**config.mk**
```make
export PLATFORM = sky130hd
export DESIGN_NAME = chan_sel_bank_loader
export DESIGN_NICKNAME = d
export VERILOG_FILES = /design/src/rtl/chan_sel_bank_loader.sv
export SDC_FILE = /design/constraint.sdc
export NUM_CORES = 1
export LEC_CHECK = 0
export CAP_MARGIN = 20
export CORE_MARGIN = 1.5
export CORE_UTILIZATION = 54
export DETAILED_ROUTE_END_ITERATION = 12
export DONT_BUFFER_PORTS = 1
export PLACE_DENSITY_LB_ADDON = 0.15
export SLEW_MARGIN = 20
export SYNTH_ARGS = -nofsm -noshare
export SYNTH_HDL_FRONTEND = slang
export SYNTH_SLANG_ARGS = --single-unit
```
**constraint.sdc**
```tcl
create_clock -name user_clk -period 1.5 [get_ports user_clk]
set_input_delay 0.225 -clock user_clk [delete_from_list [all_inputs] [get_ports user_clk]]
set_output_delay 0.225 -clock user_clk [all_outputs]
set_load 0.02 [all_outputs]
```
**src/rtl/chan_sel_bank_loader.sv**
```systemverilog
// Channel-bin select bank loader: toggle-handshaked shadow writes, commit arming,
// atomic shadow-to-active swap on frame_sync, then a busy settle window.
module chan_sel_bank_loader #(
    parameter int unsigned NBINS      = 4,
    parameter int unsigned BIN_AW     = 2,
    parameter int unsigned DW         = 32,
    parameter int unsigned SETTLE_CYC = 8
) (
    input  logic                  user_clk,
    input  logic                  user_rst_n,
    input  logic                  wr_toggle,
    input  logic [BIN_AW-1:0]     wr_bin,
    input  logic [DW-1:0]         wr_data,
    input  logic                  commit_toggle,
    input  logic                  frame_sync,
    input  logic                  clr_err,
    output logic [NBINS*DW-1:0]   ch_bin_flat,
    output logic                  load_strobe,
    output logic                  busy,
    output logic                  err_sticky,
    output logic [15:0]           commit_count,
    output logic [31:0]           status_word
);

    localparam int unsigned CNT_W  = 8;
    localparam int unsigned FLAT_W = NBINS * DW;

    localparam logic [1:0] S_IDLE   = 2'd0;
    localparam logic [1:0] S_ARMED  = 2'd1;
    localparam logic [1:0] S_SETTLE = 2'd2;

    logic              init_done;
    logic              wr_toggle_q;
    logic              commit_toggle_q;
    logic              wr_ev;
    logic              commit_ev;
    logic              wr_in_range;
    logic              wr_ok;

    logic [FLAT_W-1:0] shadow_flat;
    logic [1:0]        state;
    logic [1:0]        state_nxt;
    logic [CNT_W-1:0]  settle_cnt;
    logic [CNT_W-1:0]  cnt_nxt;
    logic              pending;
    logic              pending_nxt;
    logic              do_load;
    logic [7:0]        wr_count;

    // Toggle edge detection; the first cycle after reset only captures levels.
    always_ff @(posedge user_clk or negedge user_rst_n) begin
        if (!user_rst_n) begin
            init_done       <= 1'b0;
            wr_toggle_q     <= 1'b0;
            commit_toggle_q <= 1'b0;
        end else begin
            init_done       <= 1'b1;
            wr_toggle_q     <= wr_toggle;
            commit_toggle_q <= commit_toggle;
        end
    end

    assign wr_ev       = init_done & (wr_toggle ^ wr_toggle_q);
    assign commit_ev   = init_done & (commit_toggle ^ commit_toggle_q);
    assign wr_in_range = (32'(wr_bin) < NBINS);
    assign wr_ok       = wr_ev & wr_in_range;

    // Shadow bank write and write accounting, accepted in every state.
    always_ff @(posedge user_clk or negedge user_rst_n) begin
        if (!user_rst_n) begin
            shadow_flat <= '0;
            wr_count    <= 8'd0;
        end else if (wr_ok) begin
            for (int unsigned i = 0; i < NBINS; i++) begin
                if (32'(wr_bin) == i) begin
                    shadow_flat[i*DW +: DW] <= wr_data;
                end
            end
            wr_count <= wr_count + 8'd1;
        end
    end

    // Out-of-range writes set the sticky error; a simultaneous clear loses.
    always_ff @(posedge user_clk or negedge user_rst_n) begin
        if (!user_rst_n) begin
            err_sticky <= 1'b0;
        end else if (wr_ev && !wr_in_range) begin
            err_sticky <= 1'b1;
        end else if (clr_err) begin
            err_sticky <= 1'b0;
        end
    end

    // State register.
    always_ff @(posedge user_clk or negedge user_rst_n) begin
        if (!user_rst_n) begin
            state <= S_IDLE;
        end else begin
            state <= state_nxt;
        end
    end

    // Next-state logic; a commit seen on the last settle cycle still re-arms.
    always_comb begin
        state_nxt   = state;
        cnt_nxt     = settle_cnt;
        pending_nxt = pending;
        do_load     = 1'b0;
        case (state)
            S_IDLE: begin
                if (commit_ev) begin
                    state_nxt = S_ARMED;
                end
            end
            S_ARMED: begin
                if (frame_sync) begin
                    do_load   = 1'b1;
                    state_nxt = S_SETTLE;
                    cnt_nxt   = CNT_W'(SETTLE_CYC);
                end
            end
            S_SETTLE: begin
                if (settle_cnt <= CNT_W'(1)) begin
                    pending_nxt = 1'b0;
                    state_nxt   = (pending || commit_ev) ? S_ARMED : S_IDLE;
                end else begin
                    cnt_nxt = settle_cnt - CNT_W'(1);
                    if (commit_ev) begin
                        pending_nxt = 1'b1;
                    end
                end
            end
            default: begin
                state_nxt = S_IDLE;
            end
        endcase
    end

    // Datapath and status registers driven by the FSM decisions.
    always_ff @(posedge user_clk or negedge user_rst_n) begin
        if (!user_rst_n) begin
            settle_cnt   <= '0;
            pending      <= 1'b0;
            ch_bin_flat  <= '0;
            load_strobe  <= 1'b0;
            busy         <= 1'b0;
            commit_count <= 16'd0;
        end else begin
            settle_cnt  <= cnt_nxt;
            pending     <= pending_nxt;
            load_strobe <= do_load;
            busy        <= (state_nxt != S_IDLE);
            if (do_load) begin
                ch_bin_flat  <= shadow_flat;
                commit_count <= commit_count + 16'd1;
            end
        end
    end

    assign status_word = {busy, pending, err_sticky, 5'b0, wr_count, commit_count};

endmodule

```
* Yosys cells after proc, flatten, opt, wreduce, memory -nomap -nowiden
Cells that the tools add are included.
Word-level totals: word-level logic and storage cells 54, input bits 40, bits in registers 296
Operators by class: magnitude comparators 1, add/sub/neg operators 3, bitwise logic cells 4, eq/ne operators 7, reduce and logical (&&, ||, !) cells 12, multiplexer cells 12
Operators by type and width (count):
- 16-bit by 1-bit adder with 16-bit output (second input constant) | 1
- 8-bit 2-to-1 mux | 2
- 8-bit one-hot mux with 2 select lines | 1
- 2-bit AND reduction | 5
- 8-bit by 1-bit adder with 8-bit output (second input constant) | 1
- 8-bit by 1-bit less-or-equal comparator with 1-bit output (second input constant) | 1
- 8-bit by 1-bit subtractor with 8-bit output (second input constant) | 1
- 2-bit == test (second input constant) | 3
- 2-bit 2-to-1 mux | 3
- 2-bit one-hot mux with 3 select lines | 1
- 2-bit nonzero test | 3
- 1-bit 2-to-1 mux | 5
- 2-bit by 1-bit == test with 1-bit output (second input constant) | 2
- 2-bit zero test | 2
- 2-bit inequality test (second input constant) | 2
- 3-bit AND reduction | 1
- 1-bit AND | 2
- 1-bit XOR | 2
- 1-bit logical OR | 1

* Longest topological paths before layout
Gate-level depths: netlist of the first run.
word-level depth 7, mapped depth 7

* Worst setup path before layout of the first run
Ideal clock, no wire load.
path kind reg-to-reg, start point reg wr_toggle_q, end point reg shadow_flat[34], buffers on the path 2, slack -117 ps, arrival time 1493 ps, library setup time 125 ps, period minus slack after synthesis 1617 ps, stages on the path, launching flop included 7, path through dfrtp_1 -> xor2_1 -> and2_1 -> buf_4 -> nand3b_2 -> buf_2 -> mux2_2
Between the ends: longest elaborated chain between the ends 3
Ends and longest elaborated chain:
- from (decl) | line 33 | logic wr_toggle_q;
- from (signal assigned) | line 58 | wr_toggle_q <= wr_toggle;
- 1-bit XOR | line 63 | assign wr_ev = init_done & (wr_toggle ^ wr_toggle_q);
- 1-bit AND | line 63
- 2-bit AND reduction (no line)
- to (signal, indexed assignment) | line 76 | shadow_flat[i*DW +: DW] <= wr_data;
- to (decl) | line 40 | logic [FLAT_W-1:0] shadow_flat;
No other way between the ends. A chain may end at the register's enable or synchronous reset.

* Final worst setup path of the first run
start point reg wr_toggle_q, end point reg shadow_flat[80]
Same word-level chain as after synthesis.

==> summary.md, run 1 <==
| Metric | Value |
|---|---|
| Post-Synth Adder-Cell Area | `0.004354` |
| Routed vias/inst | `5.273` |
| Synth Area in Compound Gates | `0.01012` |
| CTS tree | `built` |
| Ant. Diodes | `0` |
| Proportion of layout cells with a drive suffix above 1 | `0.2482` |
| Filler instances | `1585` |
| Simple-Gate Fraction of Synth Area | `0.1586` |
| Comb pwr share | `0.194` |
| Hold buffers post-CTS | `35` |
| Main area contributors after synthesis | `dfrtp_1, nand2_1, mux2_2, buf_4, xnor2_1` |
| DP Wirelength | `15210 um` |
| Slew Limit Fails | `0` |
| Die span in y | `approximately 150 um` |
| Register-to-register setup slack | `-0.22 ns` |
| Outcome | `complete, but fails checks` |
| DRT iter0 DRCs | `348` |
| Fin crit period | `1.723 ns` |
| Largest area contributor in the netlist | `dfrtp_1` |
| Crit Path Max Fanout | `18` |
| Worst path required time | `1.91 ns` |
| Synth unique cells | `35` |
| Net Switching | `9.731 mW` |
| CTS root buffer | `clkbuf_16` |
| H-tree level count | `1` |
| CTS Buf Count | `31` |
| Initial antenna violation count | `0` |
| Number of global-route vias before repair | `7281` |
| Nets | `around 1.1k` |
| Final worst-path cycle share | `1.149` |
| Least-Margin Pin Slew | `0.6797 ns` |
| Post-DRT Antenna Nets | `0` |
| Multi-input logic area | `just over 4000 um2` |
| Worst VDD drop | `1.154 mV` |
| Area growth syn-to-layout | `22.03%` |
| Largest net degree at the start of global routing | `297` |
| Post-synthesis mux area share | `0.1281` |
| Core area | `20960 um2` |
| Total global routing overflow | `0` |
| Final wirelength | `~26000 um` |
| Clk_skew | `0.01558 ns` |
| Mapped cell area | `approximately 11000 um2` |
| Setup Viol. Count Final | `131` |
| Hold slack | `-0.6143 ns` |
| CP dominant cell by count | `buf_4` |
| Rel. slew slack | `0.5468` |
| Asr flop ratio synth | `1.000` |
| Sequential cell area | `7408 um2` |
| Num rows | `53` |
| Vias | `between 7k and 8k` |
| Setup crit start kind | `flop` |
| Fmax | `0.5803 GHz` |
| Register area share after synthesis | `0.6445` |
| Total power | `27.62 mW` |
| Mapped Cells | `between 900 and 1k` |
| Critical Path End Type | `flop` |
| Drt wl/cell | `about 19 um` |
| CTS Sinks | `296` |
| XOR/XNOR share of the synthesized area | `0.01829` |
| Reg clk slew, reported paths | `0.06 ns` |
| Crit-path cells | `xor2_1 > and2_4 > buf_4 > buf_4 > nand3b_4 > buf_12 > mux2_2` |
| I/O pins | `around 220` |
| Failing checks | `hold timing, setup timing` |
| DR DRC count | `0` |
| FF-to-FF Start | `wr_toggle_q$_DFF_PN0_` |
| Arr. time, crit path | `2.14 ns` |
| CP max stage delay | `0.37 ns` |
| Clock Power Share | `0.274` |
| All-Layer GR Usage | `0.2279` |
| Switching Share | `0.3523` |
| Routability Congestion | `~0.77` |
| P per Cell Area | `1969 nW/um2` |
| Average size of a mapped cell | `11.53 um2` |
| R2R depth | `7` |
| Hold crit path type | `in -> async` |
| FF-to-FF End | `shadow_flat[80]$_DFFE_PN0P_` |
| Deepest clock path buffer count | `3` |
| Synth Warn # | `0` |
| Top-area cell type share of the netlist area | `0.6445` |
| RSZ-0062 raised after global routing | `true` |
| Lkg Pwr | `7.047 nW` |
| Main synth FF type | `dfrtp_1` |
| Die Area | `between 20000 and 25000 um2` |
| Slowest stage cell on the critical path | `dfrtp_1` |
| Cell Int Power | `17.89 mW` |
| #FFs+latches synth | `296` |
| Global-route wire length before repair | `about 40000 um` |
| Max-Cap Viols | `0` |
| Setup tns final | `-19.98 ns` |
| Initial Util | `0.5485` |
| Post-synth EDFFs | `0` |
| 1st-pass router iterations | `4` |
| Die X | `148.9 um` |
| Largest family of logic cells by synthesized area | `simple AND/OR/NAND/NOR gates` |
| Final worst slack | `-0.2233 ns` |
| Crit path kind | `reg -> reg` |
| Port Buffers | `0` |
| Hold Fails Final Rpt | `just under 300` |
| Worst skew pair latency | `0.54 ns` |
| Seq pwr share | `0.532` |
[cells in the final DEF, fill, tap and decap left out, drive strengths merged]
cell type / n
nand2: 402
dfrtp: 296
mux2: 129
buf: 63
clkbuf: 45
dlygate4sd3: 35
xnor2: 17
nand4: 10
clkinv: 10
conb: 8
xor2: 7
and3: 7
nor3: 7
nor2: 6
nand3: 5
o211ai: 4
a21oi: 4
o21ai: 4
inv: 4
ha: 4
o31ai: 3
or3: 3
nand3b: 3
mux2i: 2
bufinv: 2
clkinvlp: 2
and2: 2
o21a: 1
nor2b: 1
o41ai: 1
or4b: 1
or4: 1
o21bai: 1
nor3b: 1
nor4: 1
[logic make-up (layout without fill, tap and decap cells)]
| logic type | after synthesis | in the layout |
|---|---|---|
| AO/OA/AOI/OAI | 18 | 18 |
| XOR/XNOR | 24 | 24 |
| adder cells (fa/ha/maj) | 4 | 4 |
| buffers and inverters | 72 | 161 |
| flip-flops | 296 | 296 |
| multiplexers | 131 | 131 |
| other | 2 | 8 |
| AND/OR/NAND/NOR | 450 | 450 |
[critical path, delay by kind of cell (launching register included)]
kind,cells,cell delay [ns]
XOR/XNOR,1,0.16
flip-flops,1,0.37
AND/OR/NAND/NOR,2,0.26
multiplexers,1,0.34
buffers and inverters,3,0.46
[cell type report]
| cell class | instances | area share |
|---|---|---|
| clock inverter | 14 | 0.008921 |
| timing repair buffer | 100 | 0.08207 |
| tap | 275 | 0.02453 |
| clock buffer | 43 | 0.06423 |
| inverter | 4 | 0.001249 |
| sequential | 296 | 0.5282 |
| multi-input combinational | 635 | 0.2908 |
[layer usage]
layer,share of wire,routed length (um),up-vias,track usage
li1,-,-,3328,-
met1,0.44,11470,3679,0.3130
met2,0.47,12070,173,0.3641
met3,0.072,1865,28,0.06330
met4,0.015,382,0,0.05000
met5,0,0,-,0
[flip-flops by register name, indices dropped and copies added (netlist names)]
signal	count
busy	1
ch_bin_flat	128
commit_count	16
commit_toggle_q	1
init_done	1
load_strobe	1
pending	1
settle_cnt	8
shadow_flat	128
state	2
wr_count	8
wr_toggle_q	1
[power by group through the flow]
stage               Combinational, mW  Clock [mW]  Sequential, mW
finish                           5.36        7.57            14.7
global route                     6.01        8.06            15.0
CTS                              5.05        7.73            14.7
detailed placement               4.64           0            14.8
global placement                 4.42           0            14.7
floorplan                        3.52           0            14.2
[metrics by stage]
step | cell area [um2] | utilization | setup slack, ns | hold slack [ns] | cells
after floorplan | 11580 | - | -0.05118 | -0.07059 | 1003
after global placement | 12060 | 0.5753 | -0.3162 | -0.06286 | 1263
after detailed placement | 12060 | 0.5753 | -0.3223 | -0.06238 | 1263
after CTS | 13770 | 0.6572 | -0.1786 | -0.6391 | 1365
after global routing | 14030 | 0.6693 | -0.2801 | -0.6355 | 1367
final | 14030 | 0.6693 | -0.2233 | -0.6143 | 1367
[what timing repair did]
action,in CTS,in global routing
buffers inserted,6,3
gates cloned,4,2
gates resized for setup,49,65
hold endpoints to repair,428,296
endpoints found under the setup margin,133,164
pin swaps,7,11
[synth_stat cells (all sizes together) (3+ instances only)]
cell	instances
nand2	402
dfrtp	296
mux2	129
buf	54
xnor2	17
clkbuf	14
nand4	10
and3	7
nor3	7
xor2	7
nor2	6
nand3	5
a21oi	4
ha	4
inv	4
o211ai	4
o21ai	4
nand3b	3
o31ai	3
or3	3
[worst max path at each step]
stage                                   to                  start  slack [ns]
3_5_place_dp    shadow_flat[8]$_DFFE_PN0P_  wr_toggle_q$_DFF_PN0_       -0.32
3_3_place_gp    shadow_flat[1]$_DFFE_PN0P_  wr_toggle_q$_DFF_PN0_       -0.32
2_1_floorplan  shadow_flat[10]$_DFFE_PN0P_  wr_toggle_q$_DFF_PN0_       -0.05
4_1_cts        shadow_flat[82]$_DFFE_PN0P_  wr_toggle_q$_DFF_PN0_       -0.18
5_1_grt         shadow_flat[7]$_DFFE_PN0P_  wr_toggle_q$_DFF_PN0_       -0.28
6_report       shadow_flat[80]$_DFFE_PN0P_  wr_toggle_q$_DFF_PN0_       -0.22
No activity file was read; power rests on OpenSTA's default activity.
==> run 2, diff against run 1 <==
- CTS_CLUSTER_DIAMETER: default -> 30
- MAX_ROUTING_LAYER: default -> met4
==> summary.md, run 2 (synthesis gave the netlist of run 1 again) <==
| Metric | Value |
|---|---|
| M2 GR Usage | `0.3940` |
| Final worst slack | `-0.2276 ns` |
| Grt peak-use layer | `met2` |
| Die span in y | `148.9 um` |
| Arr. time, crit path | `2.14 ns` |
| Met3 Use GR | `0.08869` |
| Final worst-path cycle share | `1.152` |
| Routing usage on met1 | `0.3236` |
| Reg clk slew, reported paths | `around 0.040 ns` |
| Fmax | `0.5788 GHz` |
| Critical Path End Type | `flop` |
| DR DRC count | `0` |
| Pre-CTS setup slack | `-0.3223 ns` |
| Least-Margin Pin Slew | `0.7972 ns` |
| Setup Viol. Count Final | `approximately 130` |
| Number of global-route vias before repair | `7764` |
| All-Layer GR Usage | `0.2556` |
| Max-Cap Viols | `0` |
| I/O pins | `around 220` |
| Setup crit start kind | `flop` |
| Net Switching | `10.90 mW` |
| Die X | `148.9 um` |
| Sequential cell area | `7408 um2` |
| CTS Sinks | `296` |
| Filler instances | `1494` |
| Cell Int Power | `21.69 mW` |
| RSZ-0062 raised after global routing | `true` |
| Nets | `~1.1k` |
| Comb pwr share | `0.171` |
| Lkg Pwr | `about 7.5 nW` |
| Routed vias/inst | `5.284` |
| Register-to-register setup slack | `-0.23 ns` |
| CTS Buf Count | `54` |
| P per Cell Area | `2174 nW/um2` |
| CTS tree | `built` |
| Hold crit path type | `in -> async` |
| Total global routing overflow | `0` |
| Die Area | `roughly 22000 um2` |
| Global-route wire length before repair | `42940 um` |
| Vias | `7493` |
| Slew Limit Fails | `0` |
| Worst VDD drop | `1.265 mV` |
| Multi-input logic area | `4048 um2` |
| Top flop regs | `ch_bin_flat (128), shadow_flat (128), commit_count (16)` |
| Worst path required time | `1.91 ns` |
| Outcome | `complete, but fails checks` |
| Initial antenna violation count | `1` |
| DRT iter0 DRCs | `around 340` |
| Most common cell after layout, fill and taps aside | `nand2_1` |
| Seq pwr share | `0.452` |
| Failing checks | `hold timing, setup timing` |
| R2R depth | `7` |
| FF-to-FF End | `shadow_flat[94]$_DFFE_PN0P_` |
| Setup tns final | `-18.13 ns` |
| Fin crit period | `1.728 ns` |
| Worst skew pair latency | `0.55 ns` |
| Routability Congestion | `0.7827` |
| Rel. slew slack | `0.4685` |
| Final wirelength | `27780 um` |
| Deepest clock path buffer count | `3` |
| Area growth syn-to-layout | `30.45%` |
| 1st-pass router iterations | `4` |
| Crit path kind | `reg -> reg` |
| Initial Util | `0.5485` |
| CTS root buffer | `clkbuf_16` |
| Drt wl/cell | `19.59 um` |
| Hold Fails Final Rpt | `a little under 300` |
| DP Wirelength | `15210 um` |
| Clock Power Share | `0.376` |
| Post-DRT Antenna Nets | `0` |
| Most frequent cells in the layout | `nand2_1, dfrtp_1, mux2_2` |
| Proportion of layout cells with a drive suffix above 1 | `0.2831` |
| H-tree level count | `2` |
| Largest net degree at the start of global routing | `297` |
| FF-to-FF Start | `wr_toggle_q$_DFF_PN0_` |
| Fin util | `0.7155` |
| Hold slack | `-0.6075 ns` |
| Num rows | `53` |
| Clk_skew | `0.02623 ns` |
| Core area | `20960 um2` |
| Crit Path Max Fanout | `9` |
| Switching Share | `0.3344` |
| Port Buffers | `0` |
run 2: changes by cell type in the layout (fill, tap and decap cells not counted), sizes merged:
cell	delta
clkbuf	+24
buf	+7
clkinv	+7
bufinv	+5
inv	+5
diode	+2
clkinvlp	+1
run 2: layer usage:
metal / wire length [um] / part of all wire
met1: 11650 / 0.42
met2: 13430 / 0.48
met3: 2286 / 0.082
met4: 406 / 0.015
met5: 0 / 0
run 2: final cells by class:
type                            instances  share of cell area
Sequential cell                       296              0.4941
Multi-Input combinational cell        635              0.2700
Clock buffer                           67             0.09881
Timing Repair Buffer                  107             0.08687
Clock inverter                         32             0.02562
Tap cell                              275             0.02295
Inverter                                4            0.001335
Antenna cell                            2           0.0003338
run 2: per-stage QoR:
step / hold slack [ns] / area (um2) / power, mW / cells
2_1_floorplan: -0.07059 / 11580 / 17.67 / 1003
3_3_place_gp: -0.06286 / 12060 / 19.15 / 1263
3_5_place_dp: -0.06238 / 12060 / 19.42 / 1263
4_1_cts: -0.6363 / 14770 / 32.39 / 1409
5_1_grt: -0.6292 / 14990 / 34.15 / 1417
6_report: -0.6075 / 14990 / 32.59 / 1418
run 2: repair_timing:
item / 4_1_cts / 5_1_grt
setup buffers: 6 / 7
endpoints found under the hold margin: 428 / 297
hold buffers: 34 / 1
setup endpoints to repair: 135 / 176
pin swaps: 8 / 13
resized for setup: 72 / 45
gates cloned: 7 / 2
run 2: worst max-delay path by stage:
stage                                from                          end  slack [ns]
global route        wr_toggle_q$_DFF_PN0_   shadow_flat[0]$_DFFE_PN0P_       -0.26
detailed placement  wr_toggle_q$_DFF_PN0_   shadow_flat[8]$_DFFE_PN0P_       -0.32
CTS                 wr_toggle_q$_DFF_PN0_   shadow_flat[9]$_DFFE_PN0P_       -0.16
finish              wr_toggle_q$_DFF_PN0_  shadow_flat[94]$_DFFE_PN0P_       -0.23
floorplan           wr_toggle_q$_DFF_PN0_  shadow_flat[10]$_DFFE_PN0P_       -0.05
global placement    wr_toggle_q$_DFF_PN0_   shadow_flat[1]$_DFFE_PN0P_       -0.32
run 2: power by group through the flow:
| stage | Combinational [mW] | Clock (mW) | Sequential (mW) |
|---|---|---|---|
| after floorplan | 3.52 | 0 | 14.2 |
| after global placement | 4.42 | 0 | 14.7 |
| after detailed placement | 4.64 | 0 | 14.8 |
| after CTS | 5.23 | 12.4 | 14.7 |
| after global routing | 6.23 | 12.9 | 15.1 |
| final | 5.59 | 12.3 | 14.7 |
run 2: critical path, stage by stage, from the launching register on:
cell and delay (ns):
dfrtp_1 0.36, xor2_1 0.18, and2_4 0.18, buf_6 0.13, buf_6 0.10, nand3b_4 0.13, clkbuf_16 0.22, mux2_4 0.30
